## config.mk

```make
export PLATFORM = sky130hd
export DESIGN_NAME = sal_axi_w_upsizer
export DESIGN_NICKNAME = d
export VERILOG_FILES = /design/src/rtl/sal_axi_pkg.sv /design/src/rtl/sal_skid_buf.sv /design/src/rtl/sal_axi_w_upsizer.sv
export SDC_FILE = /design/constraint.sdc
export NUM_CORES = 1
export LEC_CHECK = 0
export ABC_AREA = 1
export CORE_UTILIZATION = 25
export CTS_CLUSTER_DIAMETER = 40
export DETAILED_ROUTE_END_ITERATION = 7
export SETUP_SLACK_MARGIN = 0.5
export SLEW_MARGIN = 10
export SYNTH_ARGS = -nofsm -noshare
export SYNTH_HDL_FRONTEND = slang
export SYNTH_SLANG_ARGS = --single-unit
```

## constraint.sdc

```tcl
create_clock -name clk -period 1.7 [get_ports clk]
set_input_delay 0.17 -clock clk [delete_from_list [all_inputs] [get_ports clk]]
set_output_delay 0.17 -clock clk [all_outputs]
set_load 0.005 [all_outputs]
```

## src/rtl/sal_axi_pkg.sv

```systemverilog
// Shared AXI width defaults, width-ratio helper and wide W-beat layout
// used by the W-channel upsizer and its bench.
`ifndef AXI_ID_WIDTH
`define AXI_ID_WIDTH 4
`endif

package sal_axi_pkg;

  localparam int unsigned SAL_S_DW = 64;
  localparam int unsigned SAL_M_DW = 128;
  localparam int unsigned SAL_ID_W = `AXI_ID_WIDTH;

  function automatic int unsigned sal_ratio(input int unsigned s_dw, input int unsigned m_dw);
    return m_dw / s_dw;
  endfunction

  typedef struct packed {
    logic [SAL_ID_W-1:0]   id;
    logic [SAL_M_DW-1:0]   data;
    logic [SAL_M_DW/8-1:0] strb;
    logic                  last;
  } sal_w_beat_t;

endpackage

```

## src/rtl/sal_skid_buf.sv

```systemverilog
// Generic 2-entry valid/ready register slice; in_ready_o is registered so
// there is no combinational path from out_ready_i back to the producer.
module sal_skid_buf #(
  parameter int unsigned WIDTH = 8
) (
  input  logic             clk,
  input  logic             rst_n,
  input  logic             in_valid_i,
  output logic             in_ready_o,
  input  logic [WIDTH-1:0] in_data_i,
  output logic             out_valid_o,
  input  logic             out_ready_i,
  output logic [WIDTH-1:0] out_data_o
);

  logic [WIDTH-1:0] head_q, head_d, tail_q, tail_d;
  logic [1:0]       cnt_q, cnt_d;
  logic             rdy_q, rdy_d;
  logic             push, pop;

  assign push        = in_valid_i & rdy_q;
  assign pop         = (cnt_q != 2'd0) & out_ready_i;
  assign out_valid_o = (cnt_q != 2'd0);
  assign out_data_o  = head_q;
  assign in_ready_o  = rdy_q;

  always_comb begin
    head_d = head_q;
    tail_d = tail_q;
    cnt_d  = cnt_q;
    if (push && pop) begin
      if (cnt_q == 2'd1) begin
        head_d = in_data_i;
      end else begin
        head_d = tail_q;
        tail_d = in_data_i;
      end
    end else if (push) begin
      if (cnt_q == 2'd0) head_d = in_data_i;
      else               tail_d = in_data_i;
      cnt_d = cnt_q + 2'd1;
    end else if (pop) begin
      head_d = tail_q;
      cnt_d  = cnt_q - 2'd1;
    end
    rdy_d = (cnt_d != 2'd2);
  end

  always_ff @(posedge clk or negedge rst_n) begin
    if (!rst_n) begin
      head_q <= '0;
      tail_q <= '0;
      cnt_q  <= '0;
      rdy_q  <= 1'b0;
    end else begin
      head_q <= head_d;
      tail_q <= tail_d;
      cnt_q  <= cnt_d;
      rdy_q  <= rdy_d;
    end
  end

endmodule

```

## src/rtl/sal_axi_w_upsizer.sv

```systemverilog
// Packs narrow host AXI W beats into wide W beats, preserving WID/WLAST framing.
// Define SAL_W_UPSIZER_SKID_EN to replace the output register with a 2-entry skid buffer.
module sal_axi_w_upsizer
  import sal_axi_pkg::*;
#(
  parameter int unsigned S_DATA_WIDTH = SAL_S_DW,
  parameter int unsigned M_DATA_WIDTH = SAL_M_DW,
  parameter int unsigned ID_WIDTH     = `AXI_ID_WIDTH
) (
  input  logic                      clk,
  input  logic                      rst_n,
  input  logic [ID_WIDTH-1:0]       s_wid,
  input  logic [S_DATA_WIDTH-1:0]   s_wdata,
  input  logic [S_DATA_WIDTH/8-1:0] s_wstrb,
  input  logic                      s_wlast,
  input  logic                      s_wvalid,
  output logic                      s_wready,
  output logic [ID_WIDTH-1:0]       m_wid,
  output logic [M_DATA_WIDTH-1:0]   m_wdata,
  output logic [M_DATA_WIDTH/8-1:0] m_wstrb,
  output logic                      m_wlast,
  output logic                      m_wvalid,
  input  logic                      m_wready,
  output logic                      err_interleave_o
);

  localparam int unsigned RATIO = sal_ratio(S_DATA_WIDTH, M_DATA_WIDTH);
  localparam int unsigned CW    = $clog2(RATIO);
  localparam int unsigned SB    = S_DATA_WIDTH / 8;
  localparam int unsigned MB    = M_DATA_WIDTH / 8;
  localparam int unsigned PW    = ID_WIDTH + M_DATA_WIDTH + MB + 1;

  logic [CW-1:0]           cnt_q, cnt_d;
  logic [M_DATA_WIDTH-1:0] acc_data_q, acc_data_d, ld_data;
  logic [MB-1:0]           acc_strb_q, acc_strb_d, ld_strb;
  logic [ID_WIDTH-1:0]     acc_id_q, acc_id_d;
  logic                    err_q, err_d;
  logic                    accept, complete, load;
  logic [PW-1:0]           ld_beat, out_beat;

  assign accept   = s_wvalid & s_wready;
  assign complete = (cnt_q == CW'(RATIO - 1)) | s_wlast;
  assign load     = accept & complete;

  // Accumulator data is never cleared, so lanes above cnt are masked to zero here.
  always_comb begin
    ld_data = '0;
    ld_strb = '0;
    for (int unsigned i = 0; i < RATIO; i++) begin
      if (CW'(i) < cnt_q) begin
        ld_data[i*S_DATA_WIDTH +: S_DATA_WIDTH] = acc_data_q[i*S_DATA_WIDTH +: S_DATA_WIDTH];
        ld_strb[i*SB +: SB]                     = acc_strb_q[i*SB +: SB];
      end else if (CW'(i) == cnt_q) begin
        ld_data[i*S_DATA_WIDTH +: S_DATA_WIDTH] = s_wdata;
        ld_strb[i*SB +: SB]                     = s_wstrb;
      end
    end
  end

  assign ld_beat = {s_wid, ld_data, ld_strb, s_wlast};

  always_comb begin
    cnt_d      = cnt_q;
    acc_data_d = acc_data_q;
    acc_strb_d = acc_strb_q;
    acc_id_d   = acc_id_q;
    err_d      = err_q | (accept && (cnt_q != '0) && (s_wid != acc_id_q));
    if (accept) begin
      if (complete) begin
        cnt_d      = '0;
        acc_strb_d = '0;
      end else begin
        for (int unsigned i = 0; i < RATIO; i++) begin
          if (CW'(i) == cnt_q) begin
            acc_data_d[i*S_DATA_WIDTH +: S_DATA_WIDTH] = s_wdata;
            acc_strb_d[i*SB +: SB]                     = s_wstrb;
          end
        end
        acc_id_d = s_wid;
        cnt_d    = cnt_q + CW'(1);
      end
    end
  end

  always_ff @(posedge clk or negedge rst_n) begin
    if (!rst_n) begin
      cnt_q      <= '0;
      acc_data_q <= '0;
      acc_strb_q <= '0;
      acc_id_q   <= '0;
      err_q      <= 1'b0;
    end else begin
      cnt_q      <= cnt_d;
      acc_data_q <= acc_data_d;
      acc_strb_q <= acc_strb_d;
      acc_id_q   <= acc_id_d;
      err_q      <= err_d;
    end
  end

  assign err_interleave_o = err_q;

`ifdef SAL_W_UPSIZER_SKID_EN
  logic buf_ready;

  sal_skid_buf #(
    .WIDTH(PW)
  ) u_skid (
    .clk         (clk),
    .rst_n       (rst_n),
    .in_valid_i  (load),
    .in_ready_o  (buf_ready),
    .in_data_i   (ld_beat),
    .out_valid_o (m_wvalid),
    .out_ready_i (m_wready),
    .out_data_o  (out_beat)
  );

  assign s_wready = buf_ready;
`else
  logic [PW-1:0] out_q, out_d;
  logic          out_valid_q, out_valid_d;

  assign s_wready = rst_n & (~out_valid_q | m_wready);

  always_comb begin
    out_d       = out_q;
    out_valid_d = out_valid_q;
    if (out_valid_q && m_wready) out_valid_d = 1'b0;
    if (load) begin
      out_d       = ld_beat;
      out_valid_d = 1'b1;
    end
  end

  always_ff @(posedge clk or negedge rst_n) begin
    if (!rst_n) begin
      out_q       <= '0;
      out_valid_q <= 1'b0;
    end else begin
      out_q       <= out_d;
      out_valid_q <= out_valid_d;
    end
  end

  assign out_beat = out_q;
  assign m_wvalid = out_valid_q;
`endif

  assign {m_wid, m_wdata, m_wstrb, m_wlast} = out_beat;

endmodule

```

# Word-level counts from Yosys, hierarchy flattened
# Index checks and enable logic that the tools add are counted.
[word_totals]
latch_bits = 0
mem_bits_ro = 0
out_inout_bits = 152
memories = 0
word_cells = 47
mem_bits_rw = 0
input_bits = 81
register_bits = 300
[op_classes]
add_sub_neg = 1
order_cmp = 2
n_div = 0
eq_ne = 2
bitwise = 9
reduce_logical = 10
shift = 0
mux = 14
mul = 0
[ops]
columns = ["cell", "count"]
rows = [
  ["64-bit two-way mux", 4],
  ["8-bit two-way mux", 6],
  ["16-bit two-way mux", 1],
  ["2-bit AND reduction", 3],
  ["3-bit AND reduction", 2],
  ["4-bit inequality test", 1],
  ["2-bit nonzero test", 2],
  ["1-bit bitwise AND", 3],
  ["1-bit logical AND", 3],
  ["1-bit two-way mux", 3],
  ["1-bit NOT", 3],
  ["1-bit OR", 3],
  ["1-bit less-than comparator, first input constant", 2],
  ["2-bit by 1-bit inequality test with 1-bit output, second input constant", 1],
  ["1-bit adder, second input constant", 1],
]

# Longest topological paths before layout
# Gate-level depths: netlist (run 1).
[depth]
ltp_word = 7
ltp_mapped = 9

# Worst setup path after synthesis (run 1)
# Ideal clock, no wire load.
[synth_path]
path_type = "reg2reg"
start = "register cnt_q"
end = "register acc_data_q[46]"
required_time_ns = 1.579
slack_ns = 0.365
stages_incl_launch_ff = 7
arrival_ns = 1.214
period_less_slack_ns = 1.335
cell_sequence = "dfrtp_1 nor2_2 inv_2 nor2_2 buf_4 buf_2 o21ai_1"
[synth_between]
elab_chain_cells = 3
word_cells_on_any_way = 4
classes_between = "bitwise: 3; reduce/logical: 1"
[synth_lines]
columns = ["element", "line_no", "rtl"]
rows = [
  ["start, declared", "sal_axi_w_upsizer.sv:33", "logic [CW-1:0] cnt_q, cnt_d;"],
  ["start signal, assigned", "sal_axi_w_upsizer.sv:93", "cnt_q <= cnt_d;"],
  ["1-bit OR", "sal_axi_w_upsizer.sv:42", "assign complete = (cnt_q == CW'(RATIO - 1)) | s_wlast;"],
  ["1-bit NOT (no source line)", "n/a", ""],
  ["3-bit AND reduction (no source line) (*)", "n/a", ""],
  ["end signal, assigned", "sal_axi_w_upsizer.sv:94", "acc_data_q <= acc_data_d;"],
  ["end, declared", "sal_axi_w_upsizer.sv:34", "logic [M_DATA_WIDTH-1:0] acc_data_q, acc_data_d, ld_data;"],
]
# Every way passes the cells marked *; elsewhere a longest branch is shown, timed or not.
# A chain may end at the register's enable or synchronous reset.

# Worst setup path after layout (run 1)
[layout_path]
start = "register out_valid_q, in the netlist m_wvalid"
end = "register acc_data_q[48]"
[layout_between]
elab_chain_cells = 5
[layout_lines]
columns = ["element", "line_no", "rtl"]
rows = [
  ["start, declared", "sal_axi_w_upsizer.sv:122", "logic out_valid_q, out_valid_d;"],
  ["start signal, assigned", "sal_axi_w_upsizer.sv:142", "out_valid_q <= out_valid_d;"],
  ["1-bit NOT", "sal_axi_w_upsizer.sv:124", "assign s_wready = rst_n & (~out_valid_q | m_wready);"],
  ["1-bit OR", "sal_axi_w_upsizer.sv:124", ""],
  ["1-bit bitwise AND", "sal_axi_w_upsizer.sv:124", ""],
  ["1-bit bitwise AND", "sal_axi_w_upsizer.sv:41", "assign accept = s_wvalid & s_wready;"],
  ["3-bit AND reduction (no source line)", "n/a", ""],
]
# No other way between the ends.

==> impl_metrics.csv, run 1 <==
group,metric,value,unit
yosys,synth-seq-cells,228,
sta,setup_viol,0,
power_and_ir_drop,combPwrFrac,24.9,%
sta,rsz0062_at_grt,"true",
critical_path,cp-end-kind,"flip-flop",
critical_path,cp-startpoint,"m_wvalid",
hold_path,hold_class,"input pin to flip-flop",
critical_path,timing.rr.start,"m_wvalid",
clocking,root_buffer,"clkbuf_16",
critical_path,crit_required,2.16,ns
clocking,cts_tree,"yes",
clocking,cts_buffer_depth,3,
global_route,grt_pass1_wl,46700,um
sta,finalSetupTns,0,ns
sta,fmax,0.7090,GHz
yosys,synth_area_leaders,"dfrtp_1, nand2_1, o21ai_0",
placed_design,port_buffers,232,
clocking,cts.sinks,228,
final_layout,area_growth,60.94,%
yosys,synthesis.nets,1249,
die,die_y,196.5,um
sta,tightest_slew,0.5263,ns
final_layout,diodes,0,
power_and_ir_drop,cellLeakagePower,8.196,nW
sta,finalCriticalPeriod,1.410,ns
detailed_routing,drc,0,
global_route,gr-usage-all-layers,15.40,%
detailed_routing,routedWlPerCell,15.91,um
critical_path,r2r_end,"acc_data_q[48]",
power_and_ir_drop,power.internal,16.24,mW
critical_path,critPathLaunchType,"flip-flop",
critical_path,crit_fanout,8,
power_and_ir_drop,peakVddDrop,0.6544,mV
die,io_pins,233,
critical_path,crit_top_cell,"nand2_2",
die,initial_core_util,25.59,%
detailed_routing,drt_first_pass_iters,4,
power_and_ir_drop,p_sw,6.645,mW
critical_path,critPathKind,"flip-flop to flip-flop",
power_and_ir_drop,pwr-share-clk,41.1,%
global_route,grt_pass1_vias,8506,
placed_design,gp_congestion,0.7727,
detailed_routing,initialDrtViolationCount,374,
critical_path,crit_chain,"nand2_2, nand3_4, nor2_4, buf_12, clkbuf_16, nand2_2, o21ai_1",
power_and_ir_drop,p_per_area,1503,mW/mm^2
critical_path,max_stage_delay,0.41,ns
power_and_ir_drop,switching_share,29.03,%
critical_path,slowest_stage,"dfrtp_1",
yosys,syn-mean-instance-area,8.099,um^2
yosys,synth_top_area_share,60.32,%
yosys,synth_area_leader_cell,"dfrtp_1",
die,fp-row-count,70,
critical_path,r2r_slack,0.29,ns
yosys,syn_inst,1168,
sta,maxSlewViolCount,0,
placed_design,place_inst,1864,
sta,hold_viol_final,0,
power_and_ir_drop,power,22.89,mW
final_layout,mostFrequentLayoutCell,"nand2_1",
yosys,synth_cell_types,17,
detailed_routing,avgViaCountPerCell,4.231,
sta,period_share,82.96,%
sta,fin_worst_skew,0.01740,ns
final_layout,final_cells,2065,
hold_path,worstHoldStart,"rst_n",
detailed_routing,dr_total_vias,8736,
sta,slew_headroom,64.91,%
yosys,ys_seq_area_share,60.32,%
clocking,cts.clk_slew.worst_paths,0.05,ns
global_route,grt_max_degree,97,
placed_design,dp_hpwl,17840,um
clocking,htree_levels,2,
detailed_routing,wl,32860,um
job,drv_cap,0,
final_layout,nFillCells,3720,
sta,fin_hold_ws,0.1734,ns
outcome,outcome,"finished clean",
critical_path,crit_arrival,1.87,ns
die,die_w,196.5,um
detailed_routing,detail-route-antenna-nets,0,
power_and_ir_drop,seqPwrFrac,34.1,%
critical_path,reg2regPathDepth,7,
final_layout,final_util,41.19,%
die,coreArea,0.03696,mm^2
die,die_area,0.03862,mm^2
yosys,syn_area,0.009459,mm^2
critical_path,crit_end,"acc_data_q[48]",
global_route,overflow,0,
yosys,yosys_warnings,0,
final_layout,nNetsFinal,1608,
global_route,antenna_found_initial,1,
clocking,insertion_delay,0.54,ns
final_layout,drive_gt1_share,30.17,%
clocking,cts_buffers,46,
final_layout,final_cell_mix,"nand2_1, dfrtp_1, buf_2",
-- flip-flops by register name (all words and copies together) (netlist names) --
name	flops
acc_data_q	64
acc_strb_q	8
m_wvalid	1
err_interleave_o	1
out_beat	149
acc_id_q	4
cnt_q	1
-- worst min-delay path by stage --
stage | end | slack (ns) | depth (start not counted)
2_1_floorplan | acc_data_q[0] | -0.13 | 0
3_3_place_gp | acc_data_q[0] | -0.01 | 1
3_5_place_dp | acc_data_q[1] | -0.01 | 1
4_1_cts | cnt_q | 0.14 | 4
5_1_grt | cnt_q | 0.17 | 4
6_report | cnt_q | 0.17 | 4
-- power by group through the flow --
stage	sequential [mW]	clock, mW	combinational, mW
after floorplan	7.87	0	2.08
after global placement	7.83	0	5.16
after detailed placement	7.88	0	5.25
after CTS	7.79	9.65	4.98
after global routing	7.98	9.94	6.37
final	7.79	9.41	5.69
-- final cells by class --
cell class / count / area (um^2) / share of cell area, %
clock buffer: 55 / 1256 / 8.252
multi-input combinational: 816 / 3651 / 23.98
clock inverter: 27 / 360.3 / 2.367
inverter: 62 / 236.5 / 1.553
timing repair buffer: 373 / 3383 / 22.22
sequential: 228 / 5705 / 37.48
tap: 504 / 630.6 / 4.142
-- worst max-delay path: cells and delay by family (launching register included) --
family | cells | cell delay, ns
simple gates | 4 | 0.47
buf+inv | 2 | 0.38
flops | 1 | 0.41
compound gates | 1 | 0.07
-- metal layers --
layer	share of wire, %	routed length, um	track usage (%)	vias up
met5	0.055	18	0	-
met1	44	14390	19.54	4168
li1	-	-	-	4289
met2	48	15700	24.91	213
met4	2.7	897	6.742	2
met3	5.7	1859	3.679	64
-- kinds of logic (layout without fill, tap and decap cells) --
logic type / Yosys count / in the layout / synth area share, %
buf+inv: 124 / 517 / 5.608
simple gates: 712 / 712 / 28.54
compound gates: 104 / 104 / 5.529
flops: 228 / 228 / 60.32
-- metrics by stage --
stage	instance area, um^2	worst slack [ns]
floorplan	9579	0.3900
global placement	12490	-0.1242
detailed placement	12490	-0.1561
CTS	13990	0.2675
global route	15220	0.1927
finish	15220	0.2896
-- cell usage after synthesis --
cell / number
buf_4: 7
a21oi_1: 1
inv_2: 3
nand2_1: 704
o21ai_0: 61
nand3_1: 1
nor2_4: 2
nor2_1: 2
a21boi_1: 1
o21ai_1: 41
clkbuf_1: 15
inv_1: 59
buf_2: 31
buf_1: 9
dfrtp_1: 228
nor2_2: 2
nand3_2: 1
-- repair_timing --
action | in CTS | in global routing
resized for setup | 634 | 154
hold buffers | 1 | 2
buffers inserted | 53 | 42
cloned | 3 | 18
setup endpoints to repair | 374 | 545
pin swaps | 3 | 18
endpoints found under the hold margin | 199 | 5
Note: power is estimated with default switching activity, not from simulation.
==> inputs of run 2 (changes only) <==
==> constraint.sdc (replaced) <==
create_clock -name clk -period 1.2 [get_ports clk]
set_input_delay 0.12 -clock clk [delete_from_list [all_inputs] [get_ports clk]]
set_output_delay 0.12 -clock clk [all_outputs]
set_load 0.005 [all_outputs]
==> run 2 against run 1 <==
The flow now finishes with violations (negative setup slack). Combinational power grew 34%. Via count decreased by 0.23%. Clock skew rose by 0.0018 ns. Die area did not move. Sequential power is 42% higher. Total power rose by 38%. Maximum frequency decreased by 3.0%. Cell count down 1.2%. Routed wire length rose by 7.5%. Clock power rose by 37%. Critical path depth grew 2. Largest cell class unchanged.
==> impl_metrics.csv, run 2 (synthesis gave the netlist of run 1 again) <==
group,metric,value,unit
hold_path,hold_depth,4,
clocking,cts.sinks,228,
final_layout,area_growth,58.68,%
final_layout,nFillCells,3716,
global_route,grt_max_degree,117,
final_layout,final_cell_mix,"nand2_1, dfrtp_1, buf_2",
critical_path,r2r_end,"out_beat[81]",
power_and_ir_drop,peakVddDrop,0.8741,mV
sta,maxSlewViolCount,0,
die,coreArea,0.03696,mm^2
clocking,cts_tree,"yes",
clocking,cts_buffers,43,
power_and_ir_drop,cellLeakagePower,7.961,nW
placed_design,post-place-ws,-0.5556,ns
die,io_pins,233,
clocking,cts.clk_slew.worst_paths,0.05,ns
power_and_ir_drop,p_per_area,2108,mW/mm^2
hold_path,worstHoldStart,"rst_n",
placed_design,post_dp_cell_area,0.01260,mm^2
critical_path,cp-end-kind,"flip-flop",
sta,slew_headroom,51.07,%
global_route,gr-usage-all-layers,15.58,%
critical_path,reg2regPathDepth,9,
critical_path,r2r_slack,-0.25,ns
hold_path,whs_endpoint,"cnt_q",
sta,finalCriticalPeriod,1.454,ns
die,initial_core_util,25.59,%
placed_design,gp_congestion,0.7442,
detailed_routing,avgViaCountPerCell,4.270,
outcome,outcome,"complete, but fails checks",
sta,period_share,121.2,%
detailed_routing,drc,0,
final_layout,largest_reg_flops,149,
outcome,violations,"negative setup slack",
detailed_routing,dr_total_vias,8716,
sta,setup_slack,-0.2543,ns
critical_path,crit_required,1.64,ns
global_route,grt_pass1_wl,46780,um
clocking,cts_buffer_depth,3,
detailed_routing,initialDrtViolationCount,419,
die,die_w,196.5,um
critical_path,crit_arrival,1.89,ns
placed_design,dp_hpwl,18370,um
die,die_area,0.03862,mm^2
sta,fmax,0.6876,GHz
final_layout,mostFrequentLayoutCell,"nand2_1",
sta,setup_viol,240,
detailed_routing,detail-route-antenna-nets,0,
sta,hold_viol_final,0,
clocking,insertion_delay,0.55,ns
critical_path,timing.rr.start,"m_wvalid",
placed_design,port_buffers,232,
hold_path,hold_class,"input pin to flip-flop",
final_layout,postLayoutCellArea,0.01501,mm^2
job,drv_cap,0,
detailed_routing,drt_first_pass_iters,4,
critical_path,crit_fanout,5,
global_route,antenna_found_initial,1,
critical_path,critPathLaunchType,"flip-flop",
final_layout,drive_gt1_share,27.93,%
die,fp-row-count,70,
global_route,overflow,0,
critical_path,critPathKind,"flip-flop to flip-flop",
global_route,grt_pass1_vias,8543,
clocking,root_buffer,"clkbuf_16",
final_layout,nNetsFinal,1582,
detailed_routing,routedWlPerCell,17.31,um
sta,fin_worst_skew,0.01923,ns
detailed_routing,wl,35330,um
die,die_y,196.5,um
sta,rsz0062_at_grt,"true",
sta,tightest_slew,0.7340,ns
clocking,htree_levels,2,
final_layout,final_util,40.61,%
[run 2: cell count changes in the layout (fill, tap and decap cells not counted), sizes merged, moves of 2 or more]
cell / before / now
clkinvlp: 8 / 3
inv: 66 / 71
clkinv: 8 / 11
buf: 280 / 253
clkbuf: 66 / 68
[run 2: cell type report]
type                            count  area (um^2)  area share [%]
Clock buffer                       52         1201           8.003
Clock inverter                     28        370.4           2.467
Timing Repair Buffer              349         3317           22.10
Inverter                           62        246.5           1.642
Tap cell                          504        630.6           4.201
Timing Repair inverter              1        16.27          0.1084
Antenna cell                        1        2.502         0.01667
Sequential cell                   228         5707           38.02
Multi-Input combinational cell    816         3518           23.44
[run 2: critical path: stages (launching register included)]
cell and delay [ns]:
dfrtp_1 0.40, nand2_2 0.10, nand3_4 0.12, nor2_4 0.13, buf_12 0.16, buf_12 0.12
inv_12 0.05, clkbuf_16 0.16, nand2_1 0.06, nand2_1 0.05
[run 2: routing by layer]
metal	track usage [%]	wire (um)	part of all wire [%]
met5	0	0	0
met4	5.990	690	2.0
met3	3.884	2062	5.8
met2	26.49	17130	48
met1	18.94	15450	44
[run 2: worst max path at each step]
stage | start | slack [ns] | to | cells after the start
2_1_floorplan | m_wvalid | -0.11 | out_beat[100] | 7
3_3_place_gp | m_wready | -0.57 | out_beat[37] | 8
3_5_place_dp | m_wready | -0.56 | out_beat[37] | 8
4_1_cts | m_wvalid | -0.27 | out_beat[121] | 7
5_1_grt | m_wvalid | -0.31 | acc_data_q[23] | 6
6_report | m_wvalid | -0.25 | out_beat[81] | 9
[run 2: per-stage QoR]
stage	power (mW)	TNS [ns]	cells	hold WS, ns
after global routing	33.51	-66.20	2040	0.01673
final	31.64	-44.42	2041	0.03173
after CTS	31.21	-53.64	2003	0.008382
after global placement	18.52	-105.10	1879	0.04730
after detailed placement	18.69	-106.79	1879	0.05112
after floorplan	14.10	-13.54	1168	-0.1756
[run 2: what timing repair did]
item / CTS / global route
cloned: 3 / 30
gates resized for setup: 629 / 129
endpoints found under the setup margin: 380 / 597
pin swaps: 2 / 20
endpoints found under the hold margin: 228 / 0
setup buffers: 40 / 7
hold buffers: 1 / 0
[run 2: power breakdown]
group          internal, mW  total (mW)  leakage (nW)  switching [mW]
combinational          3.67        7.65          4.33            3.98
clock                  8.55        12.9         0.766            4.38
sequential             9.97        11.1          2.87            1.10
total                  22.2        31.6          7.96            9.46
